**src/rtl/relu_pool_2x2_if.sv**
```systemverilog
// Stream interface for relu_pool_2x2: 48-bit three-channel pixels in, 24-bit pooled pixels out.
interface relu_pool_2x2_if;
  logic        in_valid;
  logic        in_sof;
  logic [47:0] in_pix;
  logic        out_valid;
  logic [23:0] out_pix;
  logic        frame_done;

  modport master (output in_valid, in_sof, in_pix, input out_valid, out_pix, frame_done);
  modport slave  (input in_valid, in_sof, in_pix, output out_valid, out_pix, frame_done);
endinterface

```
**src/rtl/relu_pool_2x2.sv**
```systemverilog
// ReLU, requantise to unsigned 8 bits with saturation, then 2x2/stride-2 max pool on a raster stream.
// Define RELU_POOL_ROUND_EN to round half-up before the shift instead of truncating.

module relu_pool_2x2_lane #(
  parameter int SHIFT = 7
) (
  input  logic [15:0] din,
  input  logic [7:0]  hold,
  input  logic [7:0]  lb,
  output logic [7:0]  q8,
  output logic [7:0]  hmax,
  output logic [7:0]  vmax
);
  logic [15:0] v;
  logic [16:0] q;

  assign v = din[15] ? 16'd0 : din;
`ifdef RELU_POOL_ROUND_EN
  assign q = ({1'b0, v} + (17'd1 << (SHIFT - 1))) >> SHIFT;
`else
  assign q = {1'b0, v} >> SHIFT;
`endif
  assign q8   = (q > 17'd255) ? 8'hFF : q[7:0];
  assign hmax = (hold > q8) ? hold : q8;
  assign vmax = (lb > hmax) ? lb : hmax;
endmodule

module relu_pool_2x2 #(
  parameter int IMG_W = 28,
  parameter int IMG_H = 28,
  parameter int SHIFT = 7
) (
  input  logic           clk,
  input  logic           rst,
  relu_pool_2x2_if.slave bus
);
  localparam int NUM_LANES = 3;
  localparam int VEC_W     = 8;
  localparam int CW        = $clog2(IMG_W);
  localparam int RW        = $clog2(IMG_H);
  localparam int LB_AW     = (IMG_W > 2) ? $clog2(IMG_W / 2) : 1;

  logic [CW-1:0]    col, eff_col;
  logic [RW-1:0]    row, eff_row;
  logic [LB_AW-1:0] lb_idx;
  logic             fire, last_win;

  logic [NUM_LANES-1:0][15:0]      din;
  logic [NUM_LANES-1:0][VEC_W-1:0] hold, q8, hmax, lb_rd, vmax;
  // One pooled-row entry per horizontal pair; contents are never reset.
  logic [NUM_LANES-1:0][VEC_W-1:0] line_buf [2**LB_AW];

  // SOF forces this pixel to (0,0) so any half-built window is simply overwritten.
  assign din      = bus.in_pix;
  assign eff_col  = bus.in_sof ? '0 : col;
  assign eff_row  = bus.in_sof ? '0 : row;
  assign lb_idx   = LB_AW'(eff_col >> 1);
  assign lb_rd    = line_buf[lb_idx];
  assign fire     = bus.in_valid & eff_row[0] & eff_col[0];
  assign last_win = (eff_col == CW'(IMG_W - 1)) & (eff_row == RW'(IMG_H - 1));

  for (genvar g = 0; g < NUM_LANES; g++) begin : g_lane
    relu_pool_2x2_lane #(.SHIFT(SHIFT)) u_lane (
      .din  (din[g]),
      .hold (hold[g]),
      .lb   (lb_rd[g]),
      .q8   (q8[g]),
      .hmax (hmax[g]),
      .vmax (vmax[g])
    );
  end

  always_ff @(posedge clk) begin
    if (rst) begin
      col  <= '0;
      row  <= '0;
      hold <= '0;
    end else if (bus.in_valid) begin
      if (eff_col == CW'(IMG_W - 1)) begin
        col <= '0;
        row <= (eff_row == RW'(IMG_H - 1)) ? '0 : eff_row + 1'b1;
      end else begin
        col <= eff_col + 1'b1;
        row <= eff_row;
      end
      if (!eff_col[0]) hold <= q8;
    end
  end

  always_ff @(posedge clk) begin
    if (!rst && bus.in_valid && !eff_row[0] && eff_col[0]) line_buf[lb_idx] <= hmax;
  end

  always_ff @(posedge clk) begin
    if (rst) begin
      bus.out_valid  <= 1'b0;
      bus.out_pix    <= '0;
      bus.frame_done <= 1'b0;
    end else begin
      bus.out_valid  <= fire;
      bus.frame_done <= fire & last_win;
      if (fire) bus.out_pix <= vmax;
    end
  end
endmodule

```
**src/flat_wrapper.sv**
```systemverilog
// flat-port wrapper written by rule: the top's interface ports become plain ports
module relu_pool_2x2_flat 
#(
  parameter int IMG_W = 28,
  parameter int IMG_H = 28,
  parameter int SHIFT = 7
)
  (clk, rst, bus_in_valid, bus_in_sof, bus_in_pix, bus_out_valid, bus_out_pix, bus_frame_done);
  relu_pool_2x2_if bus_i ();
  input  logic clk;
  input  logic rst;
  input wire logic [$bits(bus_i.in_valid)-1:0] bus_in_valid;
  input wire logic [$bits(bus_i.in_sof)-1:0] bus_in_sof;
  input wire logic [$bits(bus_i.in_pix)-1:0] bus_in_pix;
  output wire logic [$bits(bus_i.out_valid)-1:0] bus_out_valid;
  output wire logic [$bits(bus_i.out_pix)-1:0] bus_out_pix;
  output wire logic [$bits(bus_i.frame_done)-1:0] bus_frame_done;
  assign bus_i.in_valid = bus_in_valid;
  assign bus_i.in_sof = bus_in_sof;
  assign bus_i.in_pix = bus_in_pix;
  assign bus_out_valid = bus_i.out_valid;
  assign bus_out_pix = bus_i.out_pix;
  assign bus_frame_done = bus_i.frame_done;
  relu_pool_2x2 #(.IMG_W(IMG_W), .IMG_H(IMG_H), .SHIFT(SHIFT)) u_core (.clk(clk), .rst(rst), .bus(bus_i));
endmodule
```
**config.mk**
```make
export PLATFORM = sky130hd
export DESIGN_NAME = relu_pool_2x2_flat
export DESIGN_NICKNAME = d
export VERILOG_FILES = /design/src/rtl/relu_pool_2x2_if.sv /design/src/rtl/relu_pool_2x2.sv /design/src/flat_wrapper.sv
export SDC_FILE = /design/constraint.sdc
export NUM_CORES = 1
export LEC_CHECK = 0
export CAP_MARGIN = 10
export CORE_MARGIN = 1
export CORE_UTILIZATION = 45
export CTS_CLUSTER_SIZE = 10
export DETAILED_ROUTE_END_ITERATION = 10
export GPL_ROUTABILITY_DRIVEN = 0
export PLACE_DENSITY = 0.62
export SLEW_MARGIN = 20
export SYNTH_ARGS = -nofsm -noshare
export SYNTH_HDL_FRONTEND = slang
export SYNTH_HIERARCHICAL = 1
export SYNTH_SLANG_ARGS = --single-unit
```
**constraint.sdc**
```tcl
create_clock -name clk -period 4.5 [get_ports clk]
set_input_delay 0.45 -clock clk [delete_from_list [all_inputs] [get_ports clk]]
set_output_delay 0.45 -clock clk [all_outputs]
set_load 0.005 [all_outputs]
```
== Word-level counts from Yosys, hierarchy flattened ==
Memories as Yosys holds them, arrays and structs flattened.
Cells that the tools add are included.
Word-level totals
  output and inout bits: 26
  word-level logic and storage cells: 52
  input port bits: 52
  register bits: 60
  memory bits (writable): 384
  memories: 1
Cells by class
  magnitude comparators: 9
  reductions and logical operators: 6
  bitwise operators: 5
  equality and inequality tests: 2
  add/subtract/negate cells: 2
  muxes and demuxes: 19
Memories
  u_core.line_buf: depth 16, width 24, read ports 1, clocked after Yosys merged registers in 0, write ports 1, line relu_pool_2x2.sv:51  | logic [NUM_LANES-1:0][VEC_W-1:0] line_buf [2**LB_AW];
Operator list (number)
  $mux 8: 9
  $gt 8x8->1: 6
  $mux 15: 3
  $gt 9x8->1 const B: 3
  $mux 5: 5
  $add 5x1->5 const B: 2
  $eq 5x5->1 const B: 2
  $and 1x1->1: 4
  $logic_and 1x1->1: 3
  $logic_not 1->1: 2
  $mux 1: 2
  $reduce_and 2->1: 1
  $not 1->1: 1

== Longest topological paths before layout ==
  depth after elaboration: 7
  depth in mapped cells: 18
  mapped depth without buffers: 16

== Modules after synthesis ==
The synthesis kept the hierarchy.
By module, submodules not included
  relu_pool_2x2: times used 1, cells an instance 1179, area each 17420.5 um2, sequential area each 12732.2 um2
  relu_pool_2x2_lane: times used 3, cells an instance 111, area each 764.5 um2, sequential area each 0.0 um2

== Worst setup path after synthesis ==
Ideal clock, no wire load.
  path type: input to register
  start point: input bus_in_pix[46]
  end point: register u_core.bus.out_pix[21]
  setup slack: 0.991 ns
  arrival: 3.438 ns
  cell stages on the path: 18
  path buffers: 2
  path through: nor2b_1 > inv_1 > ha_1 > nand2_1 > or3_1 > nand2_2 > buf_4 > nand3_1 > and2_1 > ha_1 > and3_4 > a221o_1 > a22oi_4 > buf_6 > nor2_1 > a31oi_1 > nand2_1 > a21oi_1
RTL lines
  from (decl): line flat_wrapper.sv:14  | input wire logic [$bits(bus_i.in_pix)-1:0] bus_in_pix;
  to (signal assigned): line relu_pool_2x2.sv:102  | if (fire) bus.out_pix <= vmax;
  to (decl): line relu_pool_2x2_if.sv:11  | modport slave (input in_valid, in_sof, in_pix, output out_valid, out_pix, frame_done);

==> metrics <==
status=finished clean; post-synth cell types=57; launching element type of the critical path=primary input; Vert. Die Dim=211 microns; latest clock arrival within the worst-skew pair=0.57 ns; most used routing layer=met2; Remaining DRCs=0; Syn Std Cell Area=19700 sq um; fraction of final layout cells sized beyond drive strength 1=12.5%; number of standard cells in the layout, taps in and fillers out=2215; most frequently used flop master after synthesis=sky130_fd_sc_hd__edfxtp_1; post-synthesis async set-or-reset flop share=0%; floorplan die area=44600 sq um; transition time at the pin with the least slew margin=1.11 ns; met3 Use GR=4.67%; grt ovf=0; number of warnings reported in the yosys synthesis log=6; peak supply drop=0.271 mV; Antenna Diode Count=0; depth of the CTS H-tree=2; most common library cell in the layout ignoring fill and taps=sky130_fd_sc_hd__edfxtp_1; Sink Count=444; global-route usage over all layers=22.4%; iteration-0 DRC count of the detailed router=1200; Root Driver=sky130_fd_sc_hd__clkbuf_16; peak clock frequency supported by timing=251 MHz; Fin Clk Skew=0.0305 ns; Core Region=43200 sq um; effective utilization at floorplan=45.7%; Leak=7.77 nW; site row count=76; top library cells by usage in the layout, fill and taps aside=sky130_fd_sc_hd__edfxtp_1, sky130_fd_sc_hd__nand2_1, sky130_fd_sc_hd__a21oi_1, sky130_fd_sc_hd__mux2i_1, sky130_fd_sc_hd__buf_4; Setup Viol. Count Final=0; post-CTS resize count=0; via count of the first global-routing pass=12.2k; clock edge transition at the registers on the reported setup and hold paths=0.06 ns; Crit. End Element=register; post-placement cell count=2137; max-slew violations=0; Data required, critical path=4.99 ns; via count of the routed design=12.9k; type of the setup path with the least slack=primary input to register; class of the tightest hold or removal check=register to register; unrepaired setup endpoints after global routing=false; sequential area share after synthesis=64.6%; Slew HR=25.8%; total routed wirelength=49500 microns; # port buffers=56; main area contributors after synthesis=sky130_fd_sc_hd__edfxtp_1, sky130_fd_sc_hd__dfxtp_1, sky130_fd_sc_hd__mux2i_1, sky130_fd_sc_hd__a21oi_1, sky130_fd_sc_hd__ha_1; post-placement setup slack=-0.0396 ns; setup fix buffers added after clock tree synthesis=0; floorplan die width=211 microns; #FFs+latches synth=444; number of instances in the synthesized netlist=1512; 1st-pass router iterations=5; met2 capacity usage during global routing=35.0%; hold_ws=0.452 ns; first-pass GRT wire length=74600 microns; total design power=8.76 mW; Period Utilization, post-route=88.4%; global routing usage on met1=31.7%; fin crit period=3.98 ns; portion of synthesized cell area occupied by the leading cell type=58.5%; count of final hold-check violations=0; number of antenna violations at the first check in global routing=2; Layout area overhead=15.2%; number of synthesized flops with an enable pin=384; number of ports placed on the die boundary=78; largest fanout on the critical path=15; clk buf depth=3; number of maximum-capacitance constraint violations=0; Wirelength per Cell=22.4 microns; WP data arrival=4.47 ns; number of routed nets with antenna violations=0; largest area contributor in the synthesized netlist=sky130_fd_sc_hd__edfxtp_1; Net Count, Synth=1613; mean instance size in the synthesized netlist=13.0 sq um; final HPWL from detailed placement=30700 microns; cts hold-fix bufs=0; largest net degree at the start of global routing=111; CTS tree=done; Cell Pwr Density=386 nW/um^2; final setup slack of the worst path=0.523 ns; vias per cell=5.82; number of nets in the finished design=1706; number of CTS-inserted buffers=51
-- where the power goes --
group / total, mW / switching (mW) / internal, mW
Clock: 3.60 / 1.51 / 2.09
Sequential: 4.54 / 0.0113 / 4.53
Combinational: 0.619 / 0.389 / 0.230
-- worst paths after layout --
check,startpoint,endpoint,slack (ns),cells past startpoint
setup / recovery,bus_in_pix[15],u_core/bus.out_pix[0]$_SDFFE_PP0P_,0.52,18
hold / removal,u_core/bus.out_pix[8]$_SDFFE_PP0P_,u_core/bus.out_pix[8]$_SDFFE_PP0P_,0.45,2
setup reg to reg,u_core/col[1]$_SDFFE_PP0P_,u_core/bus.out_pix[20]$_SDFFE_PP0P_,0.61,13
hold reg to reg,u_core/bus.out_pix[8]$_SDFFE_PP0P_,u_core/bus.out_pix[8]$_SDFFE_PP0P_,0.45,2
-- cells in the mapped netlist, drive strengths merged, types with 22 or more instances --
cell type,number
edfxtp,384
nand2,145
a21oi,134
mux2i,90
nand3,62
dfxtp,60
inv,59
o21ai,59
buf,57
nor2,55
ha,49
a221o,45
clkbuf,41
nor2b,32
a22oi,27
a221oi,24
o22a,24
and2,22
-- cell type report --
class / count / area, sq um
fill: 3658 / 20500
timing repair buffer: 138 / 1250
inverter: 59 / 221
clock buffer: 74 / 1380
clock inverter: 4 / 21.3
multi-input combinational: 911 / 6370
tap: 585 / 732
sequential: 444 / 12700
-- worst max-delay path: stages --
cell and delay (ns):
sky130_fd_sc_hd__clkdlybuf4s50_1 0.56, sky130_fd_sc_hd__nor2b_1 0.24, sky130_fd_sc_hd__inv_1 0.06, sky130_fd_sc_hd__ha_1 0.32
sky130_fd_sc_hd__nand4_1 0.12, sky130_fd_sc_hd__or3_1 0.36, sky130_fd_sc_hd__nand2_2 0.23, sky130_fd_sc_hd__nand3_1 0.15
sky130_fd_sc_hd__and2_1 0.17, sky130_fd_sc_hd__ha_1 0.29, sky130_fd_sc_hd__and3_4 0.20, sky130_fd_sc_hd__a221o_1 0.38
sky130_fd_sc_hd__a22oi_4 0.22, sky130_fd_sc_hd__buf_4 0.21, sky130_fd_sc_hd__nor2_1 0.05, sky130_fd_sc_hd__a41oi_1 0.20
sky130_fd_sc_hd__nand2_1 0.08, sky130_fd_sc_hd__a21oi_1 0.16
-- metrics by stage --
step           instance area, sq um  setup TNS (ns)  util (%)
2_1_floorplan                 19700               0         -
3_3_place_gp                  21300               0      49.4
3_5_place_dp                  21300         -0.0812      49.4
4_1_cts                       22700               0      52.6
5_1_grt                       22700               0      52.6
6_report                      22700               0      52.6
-- state kept, by name, indices dropped and copies added, names as in the netlist --
name and cells:
u_core/col 5, u_core/row 5, u_core/line_buf 384, u_core/bus.out_pix 24, u_core/bus.frame_done 1, u_core/bus.out_valid 1, u_core/hold 24
-- kinds of logic after synthesis --
kind of cell | synth area share [%]
compound gates | 14.2
mux | 5.26
simple gates | 8.99
buf+inv | 3.81
flops | 64.6
fa+ha+maj | 3.11
-- layer usage --
metal | part of all wire (%) | up-vias
li1 | - | 5945
met1 | 44 | 6457
met2 | 46 | 415
met3 | 7.4 | 73
met4 | 2.1 | 0
met5 | 0 | -
Power figures use the tool's default switching activity.
